--- src/rtl/parqueo_pkg.sv ---
// Shared state encoding, default sizing and a width helper for the parking gate arbiter.
package parqueo_pkg;

  typedef enum logic [1:0] {
    IDLE        = 2'b00,
    ABIERTO_ENT = 2'b01,
    ABIERTO_SAL = 2'b10,
    CIERRE      = 2'b11
  } estado_t;

  localparam int CAPACIDAD_DEF     = 16;
  localparam int ANCHO_OCUP_DEF    = 5;
  localparam int TIEMPO_MAX_DEF    = 32;
  localparam int TIEMPO_CIERRE_DEF = 4;

  // Bits needed to hold values 0..valor (at least one bit).
  function automatic int ancho_para(input int valor);
    int ancho;
    ancho = $clog2(valor + 1);
    if (ancho < 1) begin
      ancho = 1;
    end else begin
      ancho = ancho;
    end
    return ancho;
  endfunction

endpackage

--- src/rtl/contador_ocupacion.sv ---
// Saturating lot-occupancy up/down counter with a registered full flag.
module contador_ocupacion #(
  parameter int CAPACIDAD  = 16,
  parameter int ANCHO_OCUP = 5
) (
  input  logic                  clock,
  input  logic                  reset,
  input  logic                  inc,
  input  logic                  dec,
  output logic [ANCHO_OCUP-1:0] cuenta,
  output logic                  lleno
);

  localparam logic [ANCHO_OCUP-1:0] CAP_V  = ANCHO_OCUP'(CAPACIDAD);
  localparam logic [ANCHO_OCUP-1:0] CERO_V = '0;
  localparam logic [ANCHO_OCUP-1:0] UNO_V  = ANCHO_OCUP'(32'd1);

  logic [ANCHO_OCUP-1:0] cuenta_r;
  logic [ANCHO_OCUP-1:0] cuenta_sig_s;
  logic                  lleno_r;

  // Next count: clamp at both ends even though eligibility should prevent overflow.
  always_comb begin
    cuenta_sig_s = cuenta_r;
    if (inc && !dec && (cuenta_r < CAP_V)) begin
      cuenta_sig_s = cuenta_r + UNO_V;
    end else if (dec && !inc && (cuenta_r != CERO_V)) begin
      cuenta_sig_s = cuenta_r - UNO_V;
    end else begin
      cuenta_sig_s = cuenta_r;
    end
  end

  // Count and full flag register together so they never disagree.
  always_ff @(posedge clock) begin
    if (!reset) begin
      cuenta_r <= CERO_V;
      lleno_r  <= 1'b0;
    end else begin
      cuenta_r <= cuenta_sig_s;
      lleno_r  <= (cuenta_sig_s == CAP_V);
    end
  end

  assign cuenta = cuenta_r;
  assign lleno  = lleno_r;

endmodule

--- src/rtl/parking_gate_arbiter.sv ---
// Shares one barrier gate between entry and exit lanes, with occupancy tracking and timeout.
// Define PRIORIDAD_ROUND_ROBIN_EN for round-robin tie-breaking; otherwise exit wins ties.
module parking_gate_arbiter
  import parqueo_pkg::*;
#(
  parameter int CAPACIDAD     = CAPACIDAD_DEF,
  parameter int ANCHO_OCUP    = ANCHO_OCUP_DEF,
  parameter int TIEMPO_MAX    = TIEMPO_MAX_DEF,
  parameter int TIEMPO_CIERRE = TIEMPO_CIERRE_DEF
) (
  input  logic                  clock,
  input  logic                  reset,
  input  logic                  solicitud_entrada,
  input  logic                  solicitud_salida,
  input  logic                  sensor_paso_vehiculo,
  output logic                  concesion_entrada,
  output logic                  concesion_salida,
  output logic                  abrir_compuerta,
  output logic [ANCHO_OCUP-1:0] ocupacion,
  output logic                  parqueo_lleno,
  output logic                  alarma_timeout
);

  localparam int                ANCHO_T  = ancho_para(TIEMPO_MAX + TIEMPO_CIERRE);
  localparam logic [ANCHO_T-1:0] T_ABORTO = ANCHO_T'(TIEMPO_MAX - 1);
  localparam logic [ANCHO_T-1:0] T_CIERRE = ANCHO_T'(TIEMPO_CIERRE - 1);
  localparam logic [ANCHO_T-1:0] T_SAT    = {ANCHO_T{1'b1}};
  localparam logic [ANCHO_T-1:0] T_UNO    = ANCHO_T'(32'd1);

  estado_t              estado_r;
  estado_t              estado_sig_s;
  logic [ANCHO_T-1:0]   timer_r;
  logic                 visto_r;
  logic                 concesion_ent_r;
  logic                 concesion_sal_r;
  logic                 abrir_r;
  logic                 alarma_r;
  logic                 inc_s;
  logic                 dec_s;
  logic                 alarma_set_s;
  logic                 elig_ent_s;
  logic                 elig_sal_s;
  logic                 concede_s;
  logic                 abierto_s;
  logic                 abierto_sig_s;
  logic [ANCHO_OCUP-1:0] ocupacion_s;
  logic                 lleno_s;

`ifdef PRIORIDAD_ROUND_ROBIN_EN
  logic                 turno_sal_r;
`endif

  contador_ocupacion #(
    .CAPACIDAD (CAPACIDAD),
    .ANCHO_OCUP(ANCHO_OCUP)
  ) u_contador (
    .clock (clock),
    .reset (reset),
    .inc   (inc_s),
    .dec   (dec_s),
    .cuenta(ocupacion_s),
    .lleno (lleno_s)
  );

  assign elig_ent_s    = solicitud_entrada && !lleno_s;
  assign elig_sal_s    = solicitud_salida && (ocupacion_s != '0);
  assign abierto_s     = (estado_r == ABIERTO_ENT) || (estado_r == ABIERTO_SAL);
  assign abierto_sig_s = (estado_sig_s == ABIERTO_ENT) || (estado_sig_s == ABIERTO_SAL);
  assign concede_s     = (estado_r == IDLE) && abierto_sig_s;

  // Next-state logic, counter strobes and timeout detection.
  always_comb begin
    estado_sig_s = estado_r;
    inc_s        = 1'b0;
    dec_s        = 1'b0;
    alarma_set_s = 1'b0;
    case (estado_r)
      IDLE: begin
        if (elig_ent_s && elig_sal_s) begin
`ifdef PRIORIDAD_ROUND_ROBIN_EN
          if (turno_sal_r) begin
            estado_sig_s = ABIERTO_SAL;
          end else begin
            estado_sig_s = ABIERTO_ENT;
          end
`else
          estado_sig_s = ABIERTO_SAL;
`endif
        end else if (elig_sal_s) begin
          estado_sig_s = ABIERTO_SAL;
        end else if (elig_ent_s) begin
          estado_sig_s = ABIERTO_ENT;
        end else begin
          estado_sig_s = IDLE;
        end
      end
      ABIERTO_ENT, ABIERTO_SAL: begin
        // A vehicle has passed once the sensor is low again after having been seen.
        if (visto_r && !sensor_paso_vehiculo) begin
          inc_s        = (estado_r == ABIERTO_ENT);
          dec_s        = (estado_r == ABIERTO_SAL);
          estado_sig_s = CIERRE;
        end else if (!visto_r && !sensor_paso_vehiculo && (timer_r >= T_ABORTO)) begin
          alarma_set_s = 1'b1;
          estado_sig_s = CIERRE;
        end else begin
          estado_sig_s = estado_r;
        end
      end
      CIERRE: begin
        if ((timer_r >= T_CIERRE) && !sensor_paso_vehiculo) begin
          estado_sig_s = IDLE;
        end else begin
          estado_sig_s = CIERRE;
        end
      end
      default: begin
        estado_sig_s = IDLE;
      end
    endcase
  end

  // State, timer, vehicle-seen flag and registered outputs.
  always_ff @(posedge clock) begin
    if (!reset) begin
      estado_r        <= IDLE;
      timer_r         <= '0;
      visto_r         <= 1'b0;
      concesion_ent_r <= 1'b0;
      concesion_sal_r <= 1'b0;
      abrir_r         <= 1'b0;
      alarma_r        <= 1'b0;
    end else begin
      estado_r        <= estado_sig_s;
      concesion_ent_r <= (estado_sig_s == ABIERTO_ENT);
      concesion_sal_r <= (estado_sig_s == ABIERTO_SAL);
      abrir_r         <= abierto_sig_s;
      // Timer restarts on every state change and saturates so a long dwell cannot wrap.
      if (estado_sig_s != estado_r) begin
        timer_r <= '0;
      end else if (timer_r != T_SAT) begin
        timer_r <= timer_r + T_UNO;
      end else begin
        timer_r <= timer_r;
      end
      if (estado_sig_s != estado_r) begin
        visto_r <= 1'b0;
      end else if (abierto_s && sensor_paso_vehiculo) begin
        visto_r <= 1'b1;
      end else begin
        visto_r <= visto_r;
      end
      if (concede_s) begin
        alarma_r <= 1'b0;
      end else if (alarma_set_s) begin
        alarma_r <= 1'b1;
      end else begin
        alarma_r <= alarma_r;
      end
    end
  end

`ifdef PRIORIDAD_ROUND_ROBIN_EN
  // Pointer favours the lane that did not get the most recent grant.
  always_ff @(posedge clock) begin
    if (!reset) begin
      turno_sal_r <= 1'b0;
    end else if (concede_s) begin
      turno_sal_r <= (estado_sig_s == ABIERTO_ENT);
    end else begin
      turno_sal_r <= turno_sal_r;
    end
  end
`endif

  assign concesion_entrada = concesion_ent_r;
  assign concesion_salida  = concesion_sal_r;
  assign abrir_compuerta   = abrir_r;
  assign ocupacion         = ocupacion_s;
  assign parqueo_lleno     = lleno_s;
  assign alarma_timeout    = alarma_r;

endmodule

--- config.mk ---
export PLATFORM = sky130hd
export DESIGN_NAME = parking_gate_arbiter
export DESIGN_NICKNAME = d
export VERILOG_FILES = /design/src/rtl/parqueo_pkg.sv /design/src/rtl/contador_ocupacion.sv /design/src/rtl/parking_gate_arbiter.sv
export SDC_FILE = /design/constraint.sdc
export NUM_CORES = 1
export LEC_CHECK = 0
export CAP_MARGIN = 20
export CORE_MARGIN = 8
export CORE_UTILIZATION = 66
export CTS_CLUSTER_SIZE = 12
export DETAILED_ROUTE_END_ITERATION = 16
export DONT_BUFFER_PORTS = 1
export PLACE_DENSITY = 0.85
export REMOVE_ABC_BUFFERS = 1
export SLEW_MARGIN = 0
export SYNTH_ARGS = -nofsm -noshare
export SYNTH_HDL_FRONTEND = slang
export SYNTH_SLANG_ARGS = --single-unit
--- constraint.sdc ---
create_clock -name clock -period 5.44 [get_ports clock]
set_input_delay 1.632 -clock clock [delete_from_list [all_inputs] [get_ports clock]]
set_output_delay 1.632 -clock clock [all_outputs]
set_load 0.01 [all_outputs]
# --- Word level (Yosys, flattened, before mapping) ---
# Index checks and enable logic that the tools add are counted.
# Widths: inputs -> output; s select.
op_classes:
  addsub: 3
  n_reduce_logical: 25
  muxes: 16
  bitwise: 1
  eq_ne: 8
  magnitude_cmp: 3
op_table:
  columns: ["cell", "count"]
  rows:
  - ["$logic_and 1x1->1", 13]
  - ["$mux 2", 5]
  - ["$mux 5", 2]
  - ["$mux 1", 8]
  - ["$add 6x1->6 const B", 1]
  - ["$eq 2x2->1 const B", 3]
  - ["$ge 6x2->1 const B", 1]
  - ["$ge 6x5->1 const B", 1]
  - ["$ne 6x6->1 const B", 1]
  - ["$pmux 2 s3", 1]
  - ["$reduce_or 2->1", 3]
  - ["$add 5x1->5 const B", 1]
  - ["$eq 5x5->1 const B", 1]
  - ["$logic_not 1->1", 5]
  - ["$lt 5x5->1 const B", 1]
  - ["$reduce_bool 5->1", 1]
  - ["$sub 5x1->5 const B", 1]
  - ["$eq 2x1->1 const B", 2]
  - ["$logic_not 2->1", 1]
  - ["$logic_or 1x1->1", 2]
  - ["$ne 2x2->1", 1]
  - ["$not 1->1", 1]
word_totals:
  output_inout_bits: 10
  register_bits: 19
  elab_cells: 65
  inputBits: 5

# --- Depth between registers and ports, before layout ---
logic_depth:
  ltp_word: 10
  ltp_mapped: 8
  depth_no_buf: 8

# --- Modules after synthesis ---
# A second synthesis with hierarchy kept.
unflattened:
  hier_cells: 138
  hier_area_um2: 1214.9
modules_own_cells:
  columns: ["mod", "cells_per_inst", "area_each_um2", "seq_area_each_um2", "n_inst"]
  rows:
  - ["parking_gate_arbiter", 88, 793.3, 260.2, 1]
  - ["contador_ocupacion", 50, 421.7, 120.1, 1]

# --- Worst setup path after synthesis ---
# Ideal clock, no wire load.
synth_path:
  path_type: "input-to-reg"
  startpoint: "input port sensor_paso_vehiculo"
  endpoint: "register alarma_r, in the netlist alarma_timeout"
  setup_slack_ps: 2393
  n_path_buf: 0
  stages: 4
  required_time_ps: 5321
  arrival_ps: 2929
  cell_sequence: "or4b_4 a41oi_4 ha_1 o221a_2"
synth_via:
  elab_chain_cells: 10
  elab_cells_between_ends: 17
  cone_classes: "2 x eq/ne; 7 x mux; 8 x reduce/logical"
synth_lines:
  columns: ["element", "line", "source"]
  rows:
  - ["from (decl)", "parking_gate_arbiter.sv:15", "input logic sensor_paso_vehiculo,"]
  - ["$logic_not 1->1 (*)", "parking_gate_arbiter.sv:99, parking_gate_arbiter.sv:103, parking_gate_arbiter.sv:111", null]
  - ["$logic_and 1x1->1 (2 in a row)", "parking_gate_arbiter.sv:103", "end else if (!visto_r && !sensor_paso_vehiculo && (timer_r >= T_ABORTO)) begin"]
  - ["$mux 2", "parking_gate_arbiter.sv:103", null]
  - ["$mux 2", "parking_gate_arbiter.sv:99", "if (visto_r && !sensor_paso_vehiculo) begin"]
  - ["$pmux 2 s3", "parking_gate_arbiter.sv:77", "case (estado_r)"]
  - ["$eq 2x1->1 / $eq 2x2->1 (equally long branches)", "parking_gate_arbiter.sv:68", "assign abierto_sig_s = (estado_sig_s == ABIERTO_ENT) || (estado_sig_s == ABIERTO_SAL);"]
  - ["$logic_or 1x1->1", "parking_gate_arbiter.sv:68", null]
  - ["$logic_and 1x1->1", "parking_gate_arbiter.sv:69", "assign concede_s = (estado_r == IDLE) && abierto_sig_s;"]
  - ["$reduce_or 2->1 (no source line)", null, null]
  - ["to (signal assigned)", "parking_gate_arbiter.sv:158", "alarma_r <= alarma_r;"]
  - ["to (decl)", "parking_gate_arbiter.sv:37", "logic alarma_r;"]
# Mark *: on every way between the ends. The rest lies on a longest branch, timed or not.
# A chain may end at the register's enable or synchronous reset.

# --- Worst setup path after layout ---
# Same ends and word-level chain as after synthesis.

==> impl_metrics.py <==
metrics = {
    "clocking": {
        "holdBufCountCts": 0,
        "post_cts_resized": 0,
        "cts_buffer_depth": 2,
        "cts_tree": "yes",
        "htree_levels": 1,
        "cts-buffers-inserted": 3,
        "clk_pin_slew_ns": 0.10,
        "clock_sinks": 19,
        "clock_latency_ns": 0.29,
        "clock-root-buffer": "clkbuf_4",
        "post_cts_buffers": 0,
    },
    "floorplan": {
        "die_x_um": 57.88,
        "die_h_um": 57.88,
        "die_area_um2": 3350,
        "initial_core_util_pct": 68.52,
        "rows": 15,
        "io_pins": 15,
        "core_um2": 1689,
    },
    "global_routing": {
        "antenna_found_initial": 0,
        "grt_pass1_vias": 864,
        "grtUsageTotal_pct": 14.66,
        "grt_max_degree": 19,
        "grt_overflow": 0,
        "grt_pass1_wl_mm": 3.926,
    },
    "sta": {
        "holdWs_ns": 0.5698,
        "setup_viol": 0,
        "fin_skew_ns": 0.001210,
        "min_period_ns": 2.848,
        "rsz0062_at_grt": "false",
        "tightest_slew_ns": 0.4813,
        "slew_headroom_pct": 67.46,
        "period_share_pct": 52.35,
        "fin_tns_setup_ns": 0,
        "hold_violations": 0,
        "setup_slack_ns": 2.592,
        "fmax_ghz": 0.3511,
        "maxSlewViolCount": 0,
    },
    "worst_setup_path": {
        "start_kind": "input port",
        "rrSetupSlack_ns": 3.02,
        "endpoint_kind": "flip-flop",
        "critical_path.cell_chain": "a22oi_1 -> nand3_1 -> a21oi_1 -> ha_1 -> o221a_2",
        "worstPathBufferInverterCount": 0,
        "r2r_start": "estado_r[0]",
        "cp_max_fo": 6,
        "cp_num_cells": 5,
        "crit_arrival_ns": 3.05,
        "cpPeakStageDelay_ns": 0.41,
        "worstSetupPathType": "input port to flip-flop",
        "crit_path_start": "sensor_paso_vehiculo",
        "path_delay_family": "compound AO/OA/AOI/OAI gates",
        "cp-endpoint": "alarma_timeout",
        "timing.rr.end": "alarma_timeout",
        "cp_slowest_cell": "a22oi_1",
        "reg2reg_depth": 6,
        "required_ns": 5.64,
    },
    "power_and_ir_drop": {
        "ir_drop_mv": 0.1971,
        "power_leakage_nw": 0.4769,
        "power_mw": 0.2848,
        "power_density_nw_per_um2": 240.9,
    },
    "synthesis": {
        "synthArstFlopShare_pct": 0,
        "syn_area_um2": 1157,
        "synth_seq_cells": 19,
        "avgSynthCellArea_um2": 9.259,
        "synth_edf_count": 0,
        "yosys-top-cells-area": "dfxtp_1 33%, ha_1 11%, and2_1 3.8%",
        "synth_top_cell_by_area": "dfxtp_1",
        "synthDistinctLibCells": 47,
        "yosys_warnings": 0,
        "netlist.area_leader.share_pct": 32.86,
        "synth_ff_type": "dfxtp_1",
        "synth.yosys.seq_area_share_pct": 32.86,
        "synthCells": 125,
    },
    "place": {
        "dp.cells": 138,
        "dp_slack_ns": 2.338,
        "finalWeightedCongestion": 0.8958,
        "place.detailed.hpwl_mm": 1.732,
        "io_buffers": 0,
    },
    "job": {
        "timing.max_cap.violations": 0,
    },
    "finish": {
        "synthToLayoutAreaGrowth_pct": 2.162,
        "final_common_cell": "dfxtp_1",
        "diodes": 0,
        "layout_common_cells": "19 x dfxtp_1, 10 x inv_1, 10 x ha_1",
        "multi_input_comb_area_um2": 716.9,
        "layout.nets": 141,
        "fill_cells": 137,
        "final_cells": 142,
        "drive_above_1_share_pct": 9.600,
        "regArea_um2": 380.4,
    },
    "route": {
        "ant_nets": 0,
        "drc_errors": 0,
        "drt_wl_total_mm": 2.308,
        "routed-wl-met3_um": 122,
        "highest_layer": "met4",
        "wl_per_cell_um": 16.25,
        "vias": 916,
        "met2WireLength_mm": 1.136,
        "drt-met1-wl_mm": 1.013,
        "drtPass1Iterations": 4,
        "avgViaCountPerCell": 6.451,
        "drt-initial-drc-count": 29,
    },
    "hold_path": {
        "hp-class": "flip-flop to flip-flop",
    },
    "run_status": {
        "run_status": "finished, final reports clean",
    },
}
-- metrics by stage --
step	cell area (um^2)	util, %
5_1_grt	1182	70.00
3_5_place_dp	1156	68.44
3_3_place_gp	1156	68.44
4_1_cts	1182	70.00
6_report	1182	70.00
2_1_floorplan	1135	-
-- cell families after synthesis --
family          Yosys count  share of synthesized area [%]
fa+ha+maj                10                          10.81
buf+inv                  14                          5.189
xor+xnor                  4                          3.676
simple gates             50                          28.00
compound gates           25                          16.76
flops                    19                          32.86
mux                       3                          2.703
-- worst register-to-register path, cell delays in order, from the launching register on --
cell and delay [ns]:
dfxtp_1 0.43, inv_1 0.15, ha_1 0.40, or4b_4 0.52, a41oi_4 0.26, ha_1 0.29, o221a_2 0.26
-- worst min-delay path by stage --
stage | start | endpoint | slack, ns | cells past startpoint
floorplan | visto_r | visto_r | 0.52 | 2
global placement | visto_r | visto_r | 0.54 | 2
detailed placement | visto_r | visto_r | 0.55 | 2
CTS | visto_r | visto_r | 0.56 | 2
global route | visto_r | visto_r | 0.59 | 2
finish | visto_r | visto_r | 0.57 | 2
-- per-layer routing --
layer / vias to the layer above / global-route usage [%]
met1: 433 / 17.31
met3: 4 / 5.298
met4: 0 / 5.245
met2: 21 / 23.73
met5: - / 0
li1: 458 / -
-- layout make-up --
cell class / count / area share, %
multi-input cells: 92 / 60.64
clock buffers: 4 / 2.222
flip-flops and latches: 19 / 32.17
inverters: 10 / 3.175
well taps: 17 / 1.799
-- report_power, final --
group	total [mW]	internal, mW	switching [mW]
Clock	0.0710	0.0286	0.0424
Combinational	0.0583	0.0236	0.0347
Sequential	0.156	0.147	0.00854
-- flip-flops by register name, indices dropped and copies added, names as in the netlist --
signal             flops
concesion_salida       1
visto_r                1
estado_r               2
u_contador.lleno       1
abrir_compuerta        1
timer_r                6
u_contador.cuenta      5
alarma_timeout         1
concesion_entrada      1
-- synth_stat cells (2+ instances only) --
cell type and instances:
a21oi_1 7, a22oi_1 2, and2_1 7, buf_4 2, clkbuf_1 2, dfxtp_1 19, ha_1 10, inv_1 10
mux2i_1 2, nand2_1 6, nand3_1 4, nand4_1 2, nor2_1 2, nor2b_1 3, nor3_1 5, nor3b_1 2
nor4b_1 5, o211ai_1 2, o21ai_0 3, or3_1 2, xor2_1 2
(Power assumes the default switching activity.)
